`src/rtl/telemetry_framer.sv`:
```
// Telemetry packetiser: snapshots NUM_CH status channels and streams a framed,
// sequence-numbered, XOR-checksummed byte frame over a valid/ready byte port.
module telemetry_framer #(
    parameter int          NUM_CH        = 4,
    parameter int          CH_W          = 8,
    parameter int          PERIOD_CYCLES = 1_000_000,
    parameter logic [7:0]  SYNC_BYTE     = 8'hA5
) (
    input  logic                     clk,
    input  logic                     rst,
    input  logic [NUM_CH*CH_W-1:0]   ch_data,
    input  logic                     enable,
    input  logic                     send_now,
    output logic [7:0]               tx_data,
    output logic                     tx_valid,
    input  logic                     tx_ready,
    output logic                     busy,
    output logic                     frame_done,
    output logic                     overrun,
    output logic [2:0]               dbg_state
);
    localparam int BPC = (CH_W + 7) / 8;
    localparam int LEN = NUM_CH * BPC;
    localparam int IW  = (LEN > 1) ? $clog2(LEN) : 1;
    localparam int TW  = (PERIOD_CYCLES > 1) ? $clog2(PERIOD_CYCLES) : 1;
    localparam logic [TW-1:0] TERM     = TW'((PERIOD_CYCLES > 0) ? PERIOD_CYCLES - 1 : 0);
    localparam logic [7:0]    LEN_BYTE = 8'(LEN);
    localparam logic [IW-1:0] LAST_IDX = IW'(LEN - 1);

    typedef enum logic [2:0] {
        S_IDLE, S_SYNC, S_SEQ, S_LEN, S_PAYLOAD, S_CSUM
    } state_t;

    // Handshake: a byte transfers on any cycle where tx_valid and tx_ready are
    // both high; tx_valid and tx_data only change after such a transfer.
    state_t                  state_q, state_d;
    logic [IW-1:0]           idx_q, idx_d;
    logic [7:0]              seq_q, seq_d;
    logic [7:0]              csum_q, csum_d;
    logic                    pending_q, pending_d;
    logic [NUM_CH*CH_W-1:0]  snap_q;
    logic                    snap_load;
    logic                    frame_done_d, overrun_d;
    logic [TW-1:0]           timer_q;
    logic                    tick, trig, accept;
    logic [7:0]              pay_mem [LEN];

    assign tick = (PERIOD_CYCLES > 0) && enable && (timer_q == TERM);
    assign trig = send_now | tick;

    always_ff @(posedge clk) begin
        if (rst || !enable || tick || PERIOD_CYCLES == 0)
            timer_q <= '0;
        else
            timer_q <= timer_q + 1'b1;
    end

    // Each channel is zero-extended to BPC bytes, most significant byte first.
    for (genvar k = 0; k < NUM_CH; k++) begin : g_ch
        logic [15:0] ext;
        assign ext = 16'(snap_q[k*CH_W +: CH_W]);
        if (BPC == 2) begin : g_two
            assign pay_mem[2*k]   = ext[15:8];
            assign pay_mem[2*k+1] = ext[7:0];
        end else begin : g_one
            assign pay_mem[k] = ext[7:0];
        end
    end

    assign tx_valid  = (state_q != S_IDLE);
    assign busy      = (state_q != S_IDLE);
    assign accept    = tx_valid & tx_ready;
    assign dbg_state = state_q;

    always_comb begin
        tx_data = 8'h00;
        case (state_q)
            S_SYNC:    tx_data = SYNC_BYTE;
            S_SEQ:     tx_data = seq_q;
            S_LEN:     tx_data = LEN_BYTE;
            S_PAYLOAD: tx_data = pay_mem[idx_q];
            S_CSUM:    tx_data = csum_q;
            default:   tx_data = 8'h00;
        endcase
    end

    always_comb begin
        state_d      = state_q;
        idx_d        = idx_q;
        seq_d        = seq_q;
        csum_d       = csum_q;
        pending_d    = pending_q;
        snap_load    = 1'b0;
        frame_done_d = 1'b0;
        overrun_d    = 1'b0;
        case (state_q)
            S_IDLE: if (trig) begin
                state_d   = S_SYNC;
                snap_load = 1'b1;
                csum_d    = 8'h00;
            end
            S_SYNC: if (accept) state_d = S_SEQ;
            S_SEQ: if (accept) begin
                state_d = S_LEN;
                csum_d  = csum_q ^ tx_data;
            end
            S_LEN: if (accept) begin
                state_d = S_PAYLOAD;
                idx_d   = '0;
                csum_d  = csum_q ^ tx_data;
            end
            S_PAYLOAD: if (accept) begin
                csum_d = csum_q ^ tx_data;
                if (idx_q == LAST_IDX) state_d = S_CSUM;
                else                   idx_d   = idx_q + 1'b1;
            end
            S_CSUM: if (accept) begin
                frame_done_d = 1'b1;
                seq_d        = seq_q + 8'd1;
                if (pending_q || trig) begin
                    // Chain straight into the next frame with no idle cycle.
                    state_d   = S_SYNC;
                    snap_load = 1'b1;
                    csum_d    = 8'h00;
                    pending_d = 1'b0;
                    overrun_d = pending_q && trig;
                end else begin
                    state_d = S_IDLE;
                end
            end
            default: state_d = S_IDLE;
        endcase
        // Triggers during a frame (other than the chaining CSUM cycle) queue one deep.
        if (trig && state_q != S_IDLE && !(state_q == S_CSUM && accept)) begin
            if (pending_q) overrun_d = 1'b1;
            else           pending_d = 1'b1;
        end
    end

    always_ff @(posedge clk) begin
        if (rst) begin
            state_q    <= S_IDLE;
            idx_q      <= '0;
            seq_q      <= 8'h00;
            csum_q     <= 8'h00;
            pending_q  <= 1'b0;
            snap_q     <= '0;
            frame_done <= 1'b0;
            overrun    <= 1'b0;
        end else begin
            state_q    <= state_d;
            idx_q      <= idx_d;
            seq_q      <= seq_d;
            csum_q     <= csum_d;
            pending_q  <= pending_d;
            frame_done <= frame_done_d;
            overrun    <= overrun_d;
            if (snap_load) snap_q <= ch_data;
        end
    end
endmodule

```
`config.mk`:
```
export PLATFORM = sky130hd
export DESIGN_NAME = telemetry_framer
export DESIGN_NICKNAME = d
export VERILOG_FILES = /design/src/rtl/telemetry_framer.sv
export SDC_FILE = /design/constraint.sdc
export NUM_CORES = 1
export LEC_CHECK = 0
export BUFFER_PORTS_ARGS = -buffer_cell sky130_fd_sc_hd__buf_4
export CAP_MARGIN = 20
export CORE_ASPECT_RATIO = 0.5
export CORE_MARGIN = 3
export CORE_UTILIZATION = 62
export CTS_CLUSTER_DIAMETER = 60
export DETAILED_ROUTE_END_ITERATION = 10
export PLACE_DENSITY = 0.9
export SLEW_MARGIN = 20
export SYNTH_ARGS = -nofsm -noshare
export SYNTH_HDL_FRONTEND = slang
export SYNTH_SLANG_ARGS = --single-unit
```
`constraint.sdc`:
```
create_clock -name clk -period 5.1 [get_ports clk]
set_clock_uncertainty 0.15 [all_clocks]
set_input_delay 0.51 -clock clk [delete_from_list [all_inputs] [get_ports clk]]
set_output_delay 0.51 -clock clk [all_outputs]
set_load 0.05 [all_outputs]
```
==> impl_metrics.tcl, run 1 <==
set metrics [dict create \
    clock.fmax_mhz 321 \
    finalCritPeriodShare_pct 61.1 \
    grt_max_degree 85 \
    ant_nets 0 \
    grt_pass1_vias 3005 \
    syn_area_sq_um 3850 \
    min_from "ch_data[9]" \
    clkPwrFrac_pct 39.9 \
    drt_drc_violations_left 0 \
    power_mw 1.70 \
    floorplan.rows 19 \
    layout_common_cells "76 x dfxtp_1, 68 x nand2b_1, 53 x buf_4, 42 x nor2_1, 42 x mux2i_1" \
    arrival_ps 2460 \
    cp_top_family "flip-flops" \
    synth_edf_count 0 \
    totalWireLength_microns 8710 \
    switching_share_pct 28.1 \
    crit_path_cell_trace "mux4_2, a222oi_1, inv_1, buf_4" \
    setup_viol 0 \
    vias_per_cell 5.82 \
    cp_max_fo 11 \
    yosys.area.top_type "dfxtp_1" \
    drtPass1Iterations 5 \
    p_int_mw 1.22 \
    rsz0062_at_grt "no" \
    cp-startpoint "idx_q[0]" \
    crit_slowest_cell "dfxtp_1" \
    outcome "finished clean" \
    gp_congestion 0.845 \
    crit_buf_inv 2 \
    setup-tns-final_ps 0 \
    boundaryPins 52 \
    pre_cts_slack_ps 2160 \
    power_density_nw_per_um2 374 \
    multiInputGateArea_sq_um 2130 \
    clock_latency_ps 330 \
    numCtsBuffers 9 \
    worstMarginPinSlew_ps 1070 \
    fin_util_pct 79.3 \
    wl_per_cell_microns 16.2 \
    clkSinkCount 76 \
    grtUsageTotal_pct 25.1 \
    yosysSeqAreaShare_pct 39.5 \
    min_period_ps 3120 \
    critPathLaunchType "flop" \
    die_w_microns 117 \
    dieHeight_microns 61.7 \
    drive_gt1_share_pct 17.8 \
    async_flop_share_pct 0 \
    combPwrFrac_pct 20.5 \
    power_switching_mw 0.478 \
    synth.distinct_cells 46 \
    cp.required_ps 4440 \
    cts_hold_buf 0 \
    n_fill_cell 371 \
    coreArea_sq_um 5730 \
    synth_cells 410 \
    yosys_warnings 0 \
    vias 3138 \
    final_common_cell "dfxtp_1" \
    maxSlewViolCount 0 \
    start_util_pct 67.2 \
    cts_setup_buffers 0 \
    crit_type "flop to output pin" \
    maxSlewHeadroom_pct 28.9 \
    dieArea_sq_um 7240 \
    ir_worst_vdd_v 0.000342 \
    cts_tree "done" \
    drv_cap 0 \
    synth_top_area_share_pct 39.5 \
    setup_ws_ps 1980 \
    synth.avg_cell_area_sq_um 9.38 \
    synth_ff_type "dfxtp_1" \
    synth_nets 450 \
    cts_resized 0 \
    r2r_start "timer_q[11]" \
    hp-class "input pin to flop" \
    cp_slowest_stage_delay_ps 720 \
    fin_nets 490 \
    grt_pass1_wl_microns 14200 \
    grt_antenna_before_repair 0 \
    drt-initial-drc-count 279 \
    gr-total-overflow 0 \
    cts_root_buffer "clkbuf_16" \
    h-tree-depth 3 \
    io_buffers 51 \
    leakage_nw 1.77 \
    regArea_sq_um 1520 \
    endpoint_kind "output pin" \
    pwr-share-seq_pct 39.6 \
    antennaDiodeCount 0 \
    ys_seq_elements 76 \
    ys_top_cells_by_area "dfxtp_1 40%, nand2b_1 11%, mux2i_1 11%" \
    place.detailed.hpwl_microns 5810 \
    clk_pin_slew_ps 60 \
    hold_violations 0 \
    area_growth_pct 18.0 \
    clock_path_buffers 2 \
]
==> layer usage <==
layer  vias up  part of all wire, %  track usage [%]
met1      1496                   41             28.9
met5         -                    0                0
met2       118                   51             46.0
li1       1509                    -                -
met4         0                  1.5             10.2
met3        15                  6.8             7.78
==> power by group through the flow <==
stage	clock (mW)	combinational [mW]	sequential (mW)
final	0.679	0.348	0.674
after global routing	0.716	0.373	0.679
after CTS	0.691	0.347	0.672
after detailed placement	0	0.341	0.685
after global placement	0	0.333	0.683
after floorplan	0	0.269	0.682
==> synthesized netlist by cell type (2+ instances only) <==
master / count
nand2b_1: 68
inv_1: 16
buf_8: 3
nand3_1: 8
o2bb2ai_1: 9
xor2_1: 9
or4_1: 2
nand4_1: 8
nor2_1: 42
a221o_1: 4
dfxtp_1: 76
a21oi_1: 12
xnor2_1: 14
nand2_1: 12
clkbuf_1: 19
a222oi_1: 4
or3_1: 5
mux2i_1: 42
o21ai_0: 6
and4_1: 2
o21ai_1: 3
ha_1: 3
nor3_1: 9
mux4_2: 8
and3_1: 2
nor2b_1: 4
==> worst min-delay path, delay by kind of cell <==
kind                   cells  cell delay [ps]
buffers and inverters      1              110
AND/OR/NAND/NOR            1               60
multiplexers               1               60
==> per-stage QoR <==
stage / hold slack (ps) / cells / area, sq um
floorplan: 287 / 410 / 3850
global placement: 302 / 523 / 4220
detailed placement: 308 / 523 / 4220
CTS: 285 / 539 / 4540
global route: 297 / 539 / 4540
finish: 293 / 539 / 4540
==> sequential cells by signal, summed over array words and instances (netlist names) <==
signal,flops
idx_q,2
snap_q,32
timer_q,20
pending_q,1
overrun,1
csum_q,8
frame_done,1
dbg_state,3
seq_q,8
==> cells by family (layout without fill, tap and decap cells) <==
| group | Yosys count | in the layout | share of synthesized area, % |
|---|---|---|---|
| simple gates | 169 | 169 | 24.0 |
| flops | 76 | 76 | 39.5 |
| mux | 50 | 50 | 15.6 |
| compound gates | 47 | 47 | 9.37 |
| buf+inv | 41 | 86 | 4.98 |
| xor+xnor | 23 | 23 | 5.24 |
| fa+ha+maj | 4 | 4 | 1.24 |
==> final timing paths <==
path / endpoint / slack (ps) / cells after the start
min reg2reg: timer_q[0] / 320 / 1
min: snap_q[9] / 290 / 3
max: tx_data[6] / 1980 / 4
max reg2reg: snap_q[29] / 2080 / 6
==> area by class of cell <==
cell class                      count  area share [%]
Clock buffer                       12            5.43
Clock inverter                      4            1.60
Inverter                           17            1.40
Multi-Input combinational cell    293            47.0
Sequential cell                    76            33.5
Tap cell                           84            2.31
Timing Repair Buffer               53            8.76
Power figures use the tool's default switching activity.
==> run 2: changes to the inputs <==
--- a/config.mk
+++ b/config.mk
@@ -9,10 +9,10 @@
 export CAP_MARGIN = 20
 export CORE_ASPECT_RATIO = 0.5
 export CORE_MARGIN = 3
-export CORE_UTILIZATION = 62
+export CORE_UTILIZATION = 57
 export CTS_CLUSTER_DIAMETER = 60
 export DETAILED_ROUTE_END_ITERATION = 10
-export PLACE_DENSITY = 0.9
+export PLACE_DENSITY = 0.84
 export SLEW_MARGIN = 20
 export SYNTH_ARGS = -nofsm -noshare
 export SYNTH_HDL_FRONTEND = slang
==> constraint.sdc (replaced) <==
create_clock -name clk -period 3.1 [get_ports clk]
set_clock_uncertainty 0.15 [all_clocks]
set_input_delay 0.31 -clock clk [delete_from_list [all_inputs] [get_ports clk]]
set_output_delay 0.31 -clock clk [all_outputs]
set_load 0.05 [all_outputs]
==> run 2 against run 1 <==
  * Non-clock buffer count rose by 4
  * Combinational power up 66%
  * Clock power up 58%
  * Die area is 8.1% higher
  * Sequential share of layout area shrank 0.21 points
  * Design area increased by 0.63%
  * Critical path depth unchanged
  * Worst setup slack got worse by 1700 ps
  * Utilization fell by 6.8 points
  * Via count decreased by 5.4%
  * Register-to-register slack worse by 1700 ps
  * Global-route usage down 2.9 points
  * Critical path type unchanged
  * Critical endpoint is now tx_data[3]
  * Largest cell class unchanged
  * Highest routed layer unchanged
==> impl_metrics.tcl, run 2 (synthesized netlist as in run 1, its figures left out) <==
set metrics [dict create \
    cts_root_buffer "clkbuf_16" \
    die_w_microns 122 \
    maxSlewViolCount 0 \
    ir_worst_vdd_v 0.000398 \
    power_density_nw_per_um2 604 \
    gr-total-overflow 0 \
    fin_nets 494 \
    ant_nets 0 \
    reg_top3 "snap_q x32, timer_q x20" \
    min_period_ps 2810 \
    place.detailed.hpwl_microns 5440 \
    dieArea_sq_um 7830 \
    critPathLaunchType "flop" \
    dieHeight_microns 64.1 \
    grt_max_degree 85 \
    drtPass1Iterations 4 \
    start_util_pct 61.0 \
    drt_drc_violations_left 0 \
    cp_slowest_stage_delay_ps 640 \
    numCtsBuffers 9 \
    grt_pass1_wl_microns 13700 \
    grt_pass1_vias 2964 \
    worstMarginPinSlew_ps 653 \
    drv_cap 0 \
    floorplan.rows 20 \
    crit_path_cell_trace "mux4_2, a222oi_1, inv_1, buf_4" \
    endpoint_kind "output pin" \
    final_common_cell "dfxtp_1" \
    dp.cells 531 \
    largest_register_ffs 32 \
    arrival_ps 2350 \
    final_cell_count_no_fill 546 \
    cp_max_fo 8 \
    cts_resized 0 \
    leakage_nw 1.78 \
    crit_buf_inv 2 \
    crit_slowest_cell "dfxtp_1" \
    boundaryPins 52 \
    clock_latency_ps 330 \
    layout_common_cells "76 x dfxtp_1, 68 x nand2b_1, 56 x buf_4, 42 x nor2_1, 42 x mux2i_1" \
    clock_path_buffers 2 \
    grtUsageTotal_pct 22.3 \
    drive_gt1_share_pct 17.9 \
    clkSinkCount 76 \
    setup_viol 0 \
    cts_tree "done" \
    cp.required_ps 2640 \
    fin_util_pct 72.5 \
    grt_antenna_before_repair 0 \
    h-tree-depth 3 \
    power_mw 2.76 \
    wl_per_cell_microns 14.6 \
    r2r_slack_ps 390 \
    rsz0062_at_grt "no" \
    drt-initial-drc-count 260 \
    maxSlewHeadroom_pct 56.3 \
    cts_setup_buffers 0 \
    totalWireLength_microns 7960 \
    io_buffers 51 \
    area_growth_pct 18.8 \
    antennaDiodeCount 0 \
    cts_hold_buf 0 \
    hold_violations 0 \
    vias_per_cell 5.44 \
    hp-class "input pin to flop" \
    clock.fmax_mhz 356 \
    crit_type "flop to output pin" \
    outcome "finished clean" \
    finalCritPeriodShare_pct 90.7 \
    top_register "snap_q" \
    coreArea_sq_um 6310 \
    regArea_sq_um 1520 \
    clk_pin_slew_ps 60 \
    n_fill_cell 496 \
    multiInputGateArea_sq_um 2130 \
    setup-tns-final_ps 0 \
    vias 2970 \
    cp_top_family "flip-flops" \
    gp_congestion 0.811 \
]
## run 2: tightest hold or removal path, cell delays in order
cell	delay [ps]
buf_4	110
nand2b_1	50
mux2i_1	60
## run 2: where the power goes
group          total, mW  switching [mW]  internal, mW
Combinational      0.579           0.327         0.252
Clock               1.07           0.373         0.701
Sequential          1.11          0.0609          1.05
## run 2: path summary, 6_finish.rpt
kind                 to   startpoint  cells after the start
max reg2reg  snap_q[16]  timer_q[11]                      6
max          tx_data[3]     idx_q[0]                      4
min          snap_q[11]  ch_data[11]                      3
min reg2reg  timer_q[0]   timer_q[0]                      1
## run 2: area by class of cell
| class | instances | area share, % |
|---|---|---|
| tap | 88 | 2.41 |
| sequential | 76 | 33.3 |
| clock buffer | 13 | 5.26 |
| inverter | 17 | 1.40 |
| clock inverter | 2 | 1.31 |
| timing repair buffer | 57 | 9.64 |
| multi-input combinational | 293 | 46.7 |
## run 2: metal layers
metal  vias to the layer above  GRT usage [%]  routed length (microns)
li1                       1505              -                        -
met1                      1399           29.4                     3700
met2                        60           36.1                     3740
met3                         6           6.63                      468
met4                         0           5.58                       52
met5                         -              0                        0
## run 2: through the flow
stage	area, sq um	setup WS [ps]	hold WS (ps)
CTS	4570	225	85.7
global route	4570	71.4	99.4
finish	4570	289	91.5
floorplan	3850	403	287
detailed placement	4270	420	310
global placement	4270	485	306
